**config.mk**
```make
export PLATFORM = sky130hd
export DESIGN_NAME = bus_frame_rx
export DESIGN_NICKNAME = d
export VERILOG_FILES = /design/src/rtl/bus_pkg.sv /design/src/rtl/bus_rx_timer.sv /design/src/rtl/bus_frame_rx.sv
export SDC_FILE = /design/constraint.sdc
export NUM_CORES = 1
export LEC_CHECK = 0
export ABC_AREA = 1
export BUFFER_PORTS_ARGS = -buffer_cell sky130_fd_sc_hd__clkbuf_2
export CORE_MARGIN = 5
export CORE_UTILIZATION = 37
export DETAILED_ROUTE_END_ITERATION = 10
export SLEW_MARGIN = 10
export SYNTH_ARGS = -nofsm -noshare
export SYNTH_HDL_FRONTEND = slang
export SYNTH_SLANG_ARGS = --single-unit
```
**constraint.sdc**
```tcl
create_clock -name clk -period 3.8 [get_ports clk]
set_clock_uncertainty 0.15 [all_clocks]
set_input_delay 0.57 -clock clk [delete_from_list [all_inputs] [get_ports clk]]
set_output_delay 0.57 -clock clk [all_outputs]
set_load 0.005 [all_outputs]
```
**src/rtl/bus_pkg.sv**
```systemverilog
// Shared constants and FSM encoding for the bus frame receiver.
// Frame layout: EB 90 | CMD | LEN_H | LEN_L | STN | ADDR[4] | DATA.. | CKSUM
`timescale 1ns/1ps
package bus_pkg;
  localparam logic [7:0] SYNC1 = 8'hEB;
  localparam logic [7:0] SYNC2 = 8'h90;

  localparam int ADDR_W    = 11;
  localparam int BUF_DEPTH = 2048;

  localparam logic [ADDR_W-1:0] OFS_CMD   = 11'd2;
  localparam logic [ADDR_W-1:0] OFS_LEN   = 11'd3;
  localparam logic [ADDR_W-1:0] OFS_LEN_L = 11'd4;
  localparam logic [ADDR_W-1:0] OFS_STN   = 11'd5;
  localparam logic [ADDR_W-1:0] OFS_ADDR  = 11'd6;
  localparam logic [ADDR_W-1:0] MIN_LEN   = 11'd5;

  typedef enum logic [2:0] {
    ST_IDLE,
    ST_SYNC2,
    ST_HDR,
    ST_PAYLOAD,
    ST_CKSUM,
    ST_HOLD
  } rx_state_t;

  // LEN_H may only use its low 3 bits; LEN must lie in [MIN_LEN, max_len].
  function automatic logic len_ok(input logic [7:0] len_h, input logic [7:0] len_l,
                                  input logic [ADDR_W-1:0] max_len);
    logic [ADDR_W-1:0] len;
    len = {len_h[2:0], len_l};
    return (len_h[7:3] == 5'd0) && (len >= MIN_LEN) && (len <= max_len);
  endfunction
endpackage

```
**src/rtl/bus_rx_timer.sv**
```systemverilog
// Inter-byte gap counter: cleared by each byte, counts while enabled,
// flags expiry on the TIMEOUT_CYC-th consecutive silent cycle.
`timescale 1ns/1ps
module bus_rx_timer #(
  parameter int TIMEOUT_CYC = 50000
) (
  input  logic clk,
  input  logic reset_n,
  input  logic clear,
  input  logic en,
  output logic expire
);
  localparam logic [15:0] LAST = 16'(TIMEOUT_CYC - 1);

  logic [15:0] count;

  // NOTE: sequential state uses non-blocking assignments so every register
  // samples pre-edge values, independent of block ordering.
  always_ff @(posedge clk or negedge reset_n) begin
    if (!reset_n)              count <= '0;
    else if (clear || !en)     count <= '0;
    else                       count <= count + 16'd1;
  end

  assign expire = en && !clear && (count == LAST);
endmodule

```
**src/rtl/bus_frame_rx.sv**
```systemverilog
// Frame receiver: hunts for EB 90, streams the frame into the rx buffer,
// validates LEN / station / checksum and holds frame_valid until frame_ack.
`timescale 1ns/1ps
module bus_frame_rx
  import bus_pkg::*;
#(
  parameter logic [7:0] STATION_ID  = 8'h01,
  parameter int         MAX_LEN     = 2042,
  parameter int         TIMEOUT_CYC = 50000
) (
  input  logic              clk,
  input  logic              reset_n,
  input  logic [7:0]        rx_byte,
  input  logic              rx_byte_valid,
  input  logic              frame_ack,
  output logic              rx_buf_wren,
  output logic [ADDR_W-1:0] rx_buf_waddr,
  output logic [7:0]        rx_buf_wdata,
  output logic              frame_valid,
  output logic [7:0]        frame_cmd,
  output logic [ADDR_W-1:0] frame_len,
  output logic              err_cksum,
  output logic              err_len,
  output logic              err_timeout,
  output logic              rx_overrun
);
  localparam logic [ADDR_W-1:0] MAX_LEN_W = ADDR_W'(MAX_LEN);

  rx_state_t         state;
  logic [ADDR_W-1:0] idx;
  logic [ADDR_W-1:0] len;
  logic [7:0]        len_h;
  logic [7:0]        cmd;
  logic [7:0]        sum;
  logic              stn_ok;
  logic              expire;
  logic              wr_hit;
  logic [ADDR_W-1:0] wr_addr;

  bus_rx_timer #(.TIMEOUT_CYC(TIMEOUT_CYC)) u_timer (
    .clk     (clk),
    .reset_n (reset_n),
    .clear   (rx_byte_valid),
    .en      (state inside {ST_SYNC2, ST_HDR, ST_PAYLOAD, ST_CKSUM}),
    .expire  (expire)
  );

  // NOTE: every always_comb output gets a default first, so no path can
  // leave it unassigned and infer a latch.
  always_comb begin
    wr_hit  = 1'b0;
    wr_addr = idx;
    if (rx_byte_valid) begin
      case (state)
        ST_IDLE: begin
          wr_hit  = (rx_byte == SYNC1);
          wr_addr = '0;
        end
        ST_SYNC2: begin
          if (rx_byte == SYNC1) begin
            wr_hit  = 1'b1;
            wr_addr = '0;
          end else begin
            wr_hit  = (rx_byte == SYNC2);
          end
        end
        ST_HDR, ST_PAYLOAD, ST_CKSUM: wr_hit = 1'b1;
        default: wr_hit = 1'b0;
      endcase
    end
  end

  always_ff @(posedge clk or negedge reset_n) begin
    if (!reset_n) begin
      rx_buf_wren  <= 1'b0;
      rx_buf_waddr <= '0;
      rx_buf_wdata <= '0;
    end else begin
      rx_buf_wren <= wr_hit;
      if (wr_hit) begin
        rx_buf_waddr <= wr_addr;
        rx_buf_wdata <= rx_byte;
      end
    end
  end

  always_ff @(posedge clk or negedge reset_n) begin
    if (!reset_n) begin
      state       <= ST_IDLE;
      idx         <= '0;
      len         <= '0;
      len_h       <= '0;
      cmd         <= '0;
      sum         <= '0;
      stn_ok      <= 1'b0;
      frame_valid <= 1'b0;
      frame_cmd   <= '0;
      frame_len   <= '0;
      err_cksum   <= 1'b0;
      err_len     <= 1'b0;
      err_timeout <= 1'b0;
      rx_overrun  <= 1'b0;
    end else begin
      err_cksum   <= 1'b0;
      err_len     <= 1'b0;
      err_timeout <= 1'b0;
      rx_overrun  <= 1'b0;
      if (expire) begin
        err_timeout <= 1'b1;
        state       <= ST_IDLE;
      end else begin
        case (state)
          ST_IDLE: if (rx_byte_valid && rx_byte == SYNC1) begin
            idx   <= 11'd1;
            state <= ST_SYNC2;
          end
          ST_SYNC2: if (rx_byte_valid) begin
            if (rx_byte == SYNC2) begin
              idx   <= OFS_CMD;
              sum   <= '0;
              state <= ST_HDR;
            end else if (rx_byte == SYNC1) begin
              idx <= 11'd1;
            end else begin
              state <= ST_IDLE;
            end
          end
          ST_HDR: if (rx_byte_valid) begin
            idx <= idx + 11'd1;
            sum <= sum + rx_byte;
            if (idx == OFS_CMD) cmd <= rx_byte;
            if (idx == OFS_LEN) len_h <= rx_byte;
            if (idx == OFS_LEN_L) begin
              if (len_ok(len_h, rx_byte, MAX_LEN_W)) begin
                len   <= {len_h[2:0], rx_byte};
                state <= ST_PAYLOAD;
              end else begin
                err_len <= 1'b1;
                state   <= ST_IDLE;
              end
            end
          end
          ST_PAYLOAD: if (rx_byte_valid) begin
            idx <= idx + 11'd1;
            sum <= sum + rx_byte;
            if (idx == OFS_STN) stn_ok <= (rx_byte == STATION_ID);
            if (idx == len + OFS_LEN_L) state <= ST_CKSUM;
          end
          ST_CKSUM: if (rx_byte_valid) begin
            // A frame for another station is consumed silently, checksum or not.
            if (!stn_ok) begin
              state <= ST_IDLE;
            end else if (rx_byte != sum) begin
              err_cksum <= 1'b1;
              state     <= ST_IDLE;
            end else begin
              frame_cmd <= cmd;
              frame_len <= len;
              state     <= ST_HOLD;
            end
          end
          ST_HOLD: begin
            rx_overrun <= rx_byte_valid;
            // Entry cycle raises frame_valid one cycle after the CKSUM write.
            if (!frame_valid) begin
              frame_valid <= 1'b1;
            end else if (frame_ack) begin
              frame_valid <= 1'b0;
              state       <= ST_IDLE;
            end
          end
          default: state <= ST_IDLE;
        endcase
      end
    end
  end
endmodule

```
==> results of run 1 <==
-- flip-flops by register name, summed over array words and instances, names as in the netlist, 3 cells and up --
name	flops
rx_buf_waddr	11
rx_buf_wdata	8
len_h	8
sum	8
idx	11
frame_len	11
u_timer.count	16
frame_cmd	8
len	11
state	3
cmd	8
-- cell families (layout without fill, tap and decap cells) --
family          count (synthesis)  after routing  share of synthesized area, %
compound gates                118            118                          12.1
xor+xnor                       14             14                          2.09
fa+ha+maj                      14             14                          3.11
buf+inv                       113            171                          8.63
flops                         110            110                          46.9
simple gates                  319            319                          27.2
-- worst register-to-register path: cells and delay by family (launching register included) --
| kind | cells | cell delay (ps) |
|---|---|---|
| flops | 1 | 580 |
| simple gates | 6 | 1010 |
| buf+inv | 1 | 390 |
| compound gates | 1 | 80 |
-- through the flow --
step / cells / total power (uW) / instance area, um2
2_1_floorplan: 688 / 1890 / 5870
3_3_place_gp: 946 / 2160 / 6320
3_5_place_dp: 946 / 2170 / 6320
4_1_cts: 962 / 3120 / 6610
5_1_grt: 962 / 3290 / 6610
6_report: 962 / 3070 / 6610
-- power by group --
part           leakage, uW  internal, uW  switching (uW)
logic              0.00141           260             444
registers          0.00149          1300             119
clock network     0.000148           481             465
total              0.00305          2050            1030
-- layout make-up --
| class | count | area [um2] |
|---|---|---|
| clock inverters | 6 | 57.6 |
| multi-input cells | 465 | 2610 |
| well taps | 216 | 270 |
| repair buffers | 59 | 320 |
| clock buffers | 10 | 239 |
| inverters | 96 | 364 |
| fillers | 1642 | 9100 |
| flip-flops and latches | 110 | 2750 |
-- cell usage after synthesis, types with 3 or more instances --
library cell	n
inv_1	78
inv_2	16
nand2_1	153
a21oi_1	14
o21ai_0	34
ha_1	13
buf_2	6
dfrtp_1	110
nand2_2	17
xor2_1	11
nand4_1	18
nor2_4	3
o31ai_1	12
o21ai_1	28
nor3_1	14
xnor2_1	3
nand3_1	37
nor4_1	3
buf_6	9
o21ai_2	12
o22ai_1	7
nor2_2	7
nor2_1	44
nor3_2	5
-- layer usage --
metal  vias up  GRT usage, %  wire length [um]
li1       2368             -                 -
met1      2191          21.7              6430
met2        73          24.8              6240
met3        10          3.55               520
met4         0          3.42               123
met5         -             0                 0
-- path summary, 6_finish.rpt --
path,startpoint,to,slack (ps),cells after the start
max in group asynchronous,reset_n,idx[10],2630,2
max reg2reg,state[0],rx_buf_wdata[3],1480,8
max,rx_byte[2],rx_buf_wdata[3],1470,10
min reg2reg,u_timer.count[0],u_timer.count[0],320,1
min,reset_n,sum[1],140,1
min in group clk,u_timer.count[0],u_timer.count[0],320,1
==> metrics.cfg, run 1 <==
[flow_run]
max_cap_violations = 0

[worst_setup_path]
cp_top_family = simple AND/OR/NAND/NOR gates
worstPathCellList = clkbuf_2 > inv_2 > nand3_1 > nand3b_4 > nand2b_1 > nand3_1 > nand2_1 > buf_4 > nand2_1 > o21ai_0
required_ps = 3890
max_stage_delay_ps = 450
cp.arrival_ps = 2420
worst-path-buf-inv = 3
cp_slowest_cell = nand2_1
worst_setup_path_start_kind = primary input
cp_max_fo = 24
crit_type = primary input to flop
cp-end-kind = flop

[clock_network]
clk_path_buf_depth = 2
hold_buffers = 0
h-tree-depth = 3
clk_pin_slew_ps = 80
clock-sinks = 110
ctsRootBufferMaster = clkbuf_16
cts_buffers = 9
postCtsSetupBuffers = 0
cts_resized = 0
clock_latency_ps = 350
cts_tree = yes

[placed_design]
gp_congestion = 0.824
portBuffers = 55
dp_slack_ps = 1080
dpl.hpwl_mm = 9.72

[global_routing]
grt_util_all_layers_pct = 15.5
grt_pass1_vias = 4490
antenna_found_initial = 0
grt_pass1_wl_mm = 23.0
overflow = 0
grt_max_degree = 59

[layout]
fin_util_pct = 42.1
area_delta_synth_final_pct = 12.7
nNetsFinal = 767
n_antenna_cell = 0
layout-drive-gt1-share_pct = 20.4
final_common_cell = nand2_1
final_cell_mix = nand2_1 (153), dfrtp_1 (110), inv_1 (78), clkbuf_2 (54), nor2_1 (44)

[logic_synthesis]
ys_seq_area_share_pct = 46.9
synthArstFlopShare_pct = 100
yosysUniqueCellTypes = 50
synth_top_area_share_pct = 46.9
yosysWarnings = 0
synth-edff-count = 0
syn_nets = 714
synth.avg_cell_area_um2 = 8.53
syn-cell-area_um2 = 5870
ys.flop_type = dfrtp_1
ys_ff_latch = 110
synthTopCellsByArea = dfrtp_1 (47%), nand2_1 (9.8%), inv_1 (5.0%)
synth_cells = 688
yosysTopAreaCell = dfrtp_1

[route]
via_count = 4642
dr.pass1.iters = 5
ant_nets = 0
wl_per_cell_um = 13.8
drc = 0
dr.first_iter.drc_count = 338
totalWireLength_mm = 13.3
vias_per_cell = 4.83

[min_path]
hold_class = primary input to async pin

[floorplanning]
rows = 46
ios = 56
fp.coreArea_um2 = 15700
die_w_um = 136
chipHeight_um = 136
start_util_pct = 37.4
die_area_um2 = 18500

[sta]
max_freq_mhz = 429
period_needed_ps = 2330
setup-tns-final_ps = 0
setup_slack_ps = 1470
timing.hold.ws_ps = 136
setup_viol = 0
finalMaxSlewViolations = 0
maxSlewHeadroom_pct = 47.3
final.period_utilization_pct = 61.3
rsz0062_at_grt = no
tightest_slew_ps = 789
hold_violations = 0

[run_status]
outcome = complete, no violations

[pwr]
p_per_area_nw_per_um2 = 465
vdd_ir_drop_max_v = 0.000285
leakagePower_uw = 0.00305

No activity file was read; power rests on OpenSTA's default activity.
==> run 2: changes to the inputs <==
Settings changed: ABC_AREA 1 to 0.
Clock period 3.8 ns to 2.12 ns, I/O delays scaled along.
==> metrics.cfg, run 2 <==
[logic_synthesis]
synthArstFlopShare_pct = 100  ; unchanged
synth_top_area_share_pct = 50.5  ; +3.6 points
ys_ff_latch = 110  ; unchanged
synth-edff-count = 0  ; unchanged
yosysUniqueCellTypes = 53  ; +6.0%
synth.avg_cell_area_um2 = 10.5  ; +23%
ys.flop_type = dfrtp_1
synthTopCellsByArea = dfrtp_1 (50%), mux2_2 (11%), nand2_1 (3.7%)
synth_cells = 521  ; -24%
yosysWarnings = 0  ; unchanged
yosysMostFrequentCell = dfrtp_1
ys_seq_area_share_pct = 50.5  ; +3.6 points
syn_nets = 547  ; -23%
ys_top_cells_by_count = dfrtp_1 (110), nand2_1 (54), mux2_2 (52)
yosysTopAreaCell = dfrtp_1
syn-cell-area_um2 = 5460  ; -7.1%

[sta]
hold_violations = 0  ; unchanged
max_freq_mhz = 440
setup_slack_ps = -153  ; -1620 ps
maxSlewHeadroom_pct = 70.7  ; +23 points
period_needed_ps = 2270
tightest_slew_ps = 436  ; -354 ps
rsz0062_at_grt = yes
setup_viol = 21  ; +21
finalMaxSlewViolations = 0  ; unchanged
final.period_utilization_pct = 107
setup-tns-final_ps = -710  ; -710 ps

[layout]
nNetsFinal = 686  ; -11%
largest_register_ffs = 16  ; unchanged
largest-register = u_timer.count
n_antenna_cell = 0  ; unchanged
layout-drive-gt1-share_pct = 40.3  ; +20 points
area_delta_synth_final_pct = 32.5
final_common_cell = dfrtp_1
fin_cells = 849  ; -12%
nFillCells = 1298  ; -21%
final_cell_mix = dfrtp_1 (109), buf_4 (87), clkbuf_2 (54), nand2_1 (50), mux2_2 (50)

[route]
wl_per_cell_um = 16.5  ; +19%
ant_nets = 0  ; unchanged
dr.pass1.iters = 5  ; unchanged
via_count = 4471  ; -3.7%
vias_per_cell = 5.27  ; +9.1%
dr.first_iter.drc_count = 243  ; -28%
totalWireLength_mm = 14.0  ; +5.4%
drc = 0  ; unchanged

[pwr]
clock_power_share_pct = 29.2  ; -1.6 points
power_switching_uw = 1790  ; +74%
power.total_uw = 5670  ; +84%
power_frac_seq_pct = 44.2  ; -2.1 points
p_sw_share_pct = 31.5  ; -1.9 points
combPwrFrac_pct = 26.6  ; +3.7 points
vdd_ir_drop_max_v = 0.000623  ; +120%
leakagePower_uw = 0.00338  ; +11%
p_per_area_nw_per_um2 = 784  ; +69%
p_int_uw = 3880  ; +90%

[clock_network]
cts_buffers = 9  ; unchanged
clock_latency_ps = 360  ; about the same
clk_path_buf_depth = 2  ; unchanged
ctsRootBufferMaster = clkbuf_16
cts_tree = yes
h-tree-depth = 3  ; unchanged
clk_pin_slew_ps = 80  ; about the same
clock-sinks = 110  ; unchanged

[worst_setup_path]
worst_setup_path_start_kind = flop
required_ps = 2240  ; -1650 ps
cp_top_family = simple AND/OR/NAND/NOR gates
cp_slowest_cell = dfrtp_1
cp.arrival_ps = 2400  ; -20 ps
r2r_slack_ps = -150  ; -1630 ps
worstPathCellList = nor4_4 > a311o_1 > o311ai_2 > or3_1 > or3_1 > a211oi_2
worst-path-buf-inv = 0  ; -3
cp-end-kind = flop
crit_type = flop to flop
cp_common_cell = or3_1
cp_max_fo = 2  ; -92%
max_stage_delay_ps = 410  ; -40 ps

[floorplanning]
chipHeight_um = 131  ; -3.3%
die_w_um = 131  ; -3.3%
die_area_um2 = 17300  ; -6.5%
rows = 44  ; -4.3%
start_util_pct = 37.7  ; +0.32 points
fp.coreArea_um2 = 14500  ; -7.9%
ios = 56  ; unchanged

[run_status]
outcome = finished, violations left
violations = setup timing

[global_routing]
grt_pass1_vias = 4590  ; +2.2%
overflow = 0  ; unchanged
grt_util_all_layers_pct = 16.3  ; +0.76 points
antenna_found_initial = 0  ; unchanged
grt_pass1_wl_mm = 23.1  ; +0.24%
grt_max_degree = 57  ; -3.4%

[flow_run]
max_cap_violations = 0  ; unchanged

[placed_design]
place_inst = 819  ; -13%
gp_congestion = 0.871  ; +5.7%
portBuffers = 55  ; unchanged
dpl.hpwl_mm = 10.2  ; +4.8%

[min_path]
hold_class = primary input to flop

==> run 2: cell count changes after synthesis, moves of 9 or more <==
cell      delta
clkbuf_1    +21
nand2_1     -99
o21ai_1     -28
mux2_2      +52
buf_6        -9
nor2_1       -9
o21ai_0     -11
xnor2_1     +14
inv_1       -54
nand2_2     -17
nand3_1     -19
o21ai_2     -12
nand4_1     -11
inv_2       -16
==> run 2: worst min-delay path: stages <==
cell      delay, ps
clkbuf_2        100
a211o_1         140
nand2_1          50
==> run 2: layout make-up <==
type	count	area (um2)	area share, %
sequential	110	2750	38.1
inverter	24	90.1	1.25
clock inverter	7	61.3	0.848
clock buffer	9	225	3.11
tap	184	230	3.18
timing repair buffer	153	1080	15.0
multi-input combinational	362	2790	38.5
==> run 2: worst paths after layout <==
| check | start | endpoint | depth (start not counted) |
|---|---|---|---|
| max | idx[10] | state[2] | 6 |
| min | frame_ack | frame_valid | 3 |
| max in group asynchronous | reset_n | sum[5] | 3 |
| min reg2reg | u_timer.count[0] | u_timer.count[0] | 1 |
| min in group asynchronous | reset_n | frame_len[6] | 2 |
| max reg2reg | idx[10] | state[2] | 6 |
==> run 2: cells by family after synthesis <==
kind of cell | Yosys count | share of synthesized area (%)
fa+ha+maj | 14 | 3.35
flops | 110 | 50.5
xor+xnor | 32 | 5.14
buf+inv | 49 | 3.42
simple gates | 175 | 15.7
compound gates | 89 | 11.2
mux | 52 | 10.7
==> run 2: what timing repair did <==
action                                 in CTS  in global routing
hold buffers                                1                  0
setup endpoints to repair                  40                 77
endpoints found under the hold margin     110                  0
gates cloned                                0                  0
resized for setup                          25                 39
buffers inserted                            8                  5
pin swaps                                  15                 15
==> run 2: metrics by stage <==
step | hold slack [ps] | instance area (um2) | setup slack, ps | util, %
floorplan | -128 | 5560 | -166 | -
global placement | -6.39 | 6600 | -359 | 45.5
detailed placement | -7.12 | 6600 | -365 | 45.5
CTS | 126 | 7050 | -130 | 48.7
global route | 160 | 7230 | -271 | 49.9
finish | 137 | 7230 | -153 | 49.9
==> run 2: power by group through the flow <==
stage	registers (uW)	logic (uW)	clock network, uW
final	2510	1510	1660
after global routing	2540	1660	1780
after CTS	2500	1440	1710
after detailed placement	2540	1370	0
after global placement	2530	1340	0
after floorplan	2530	687	0
==> run 2: routing by layer <==
metal	global-route usage, %	vias up	share of wire (%)
met5	0	-	0
met4	7.03	0	2.7
met3	3.48	33	3.4
met2	25.8	89	47
met1	21.6	2212	46
li1	-	2137	-
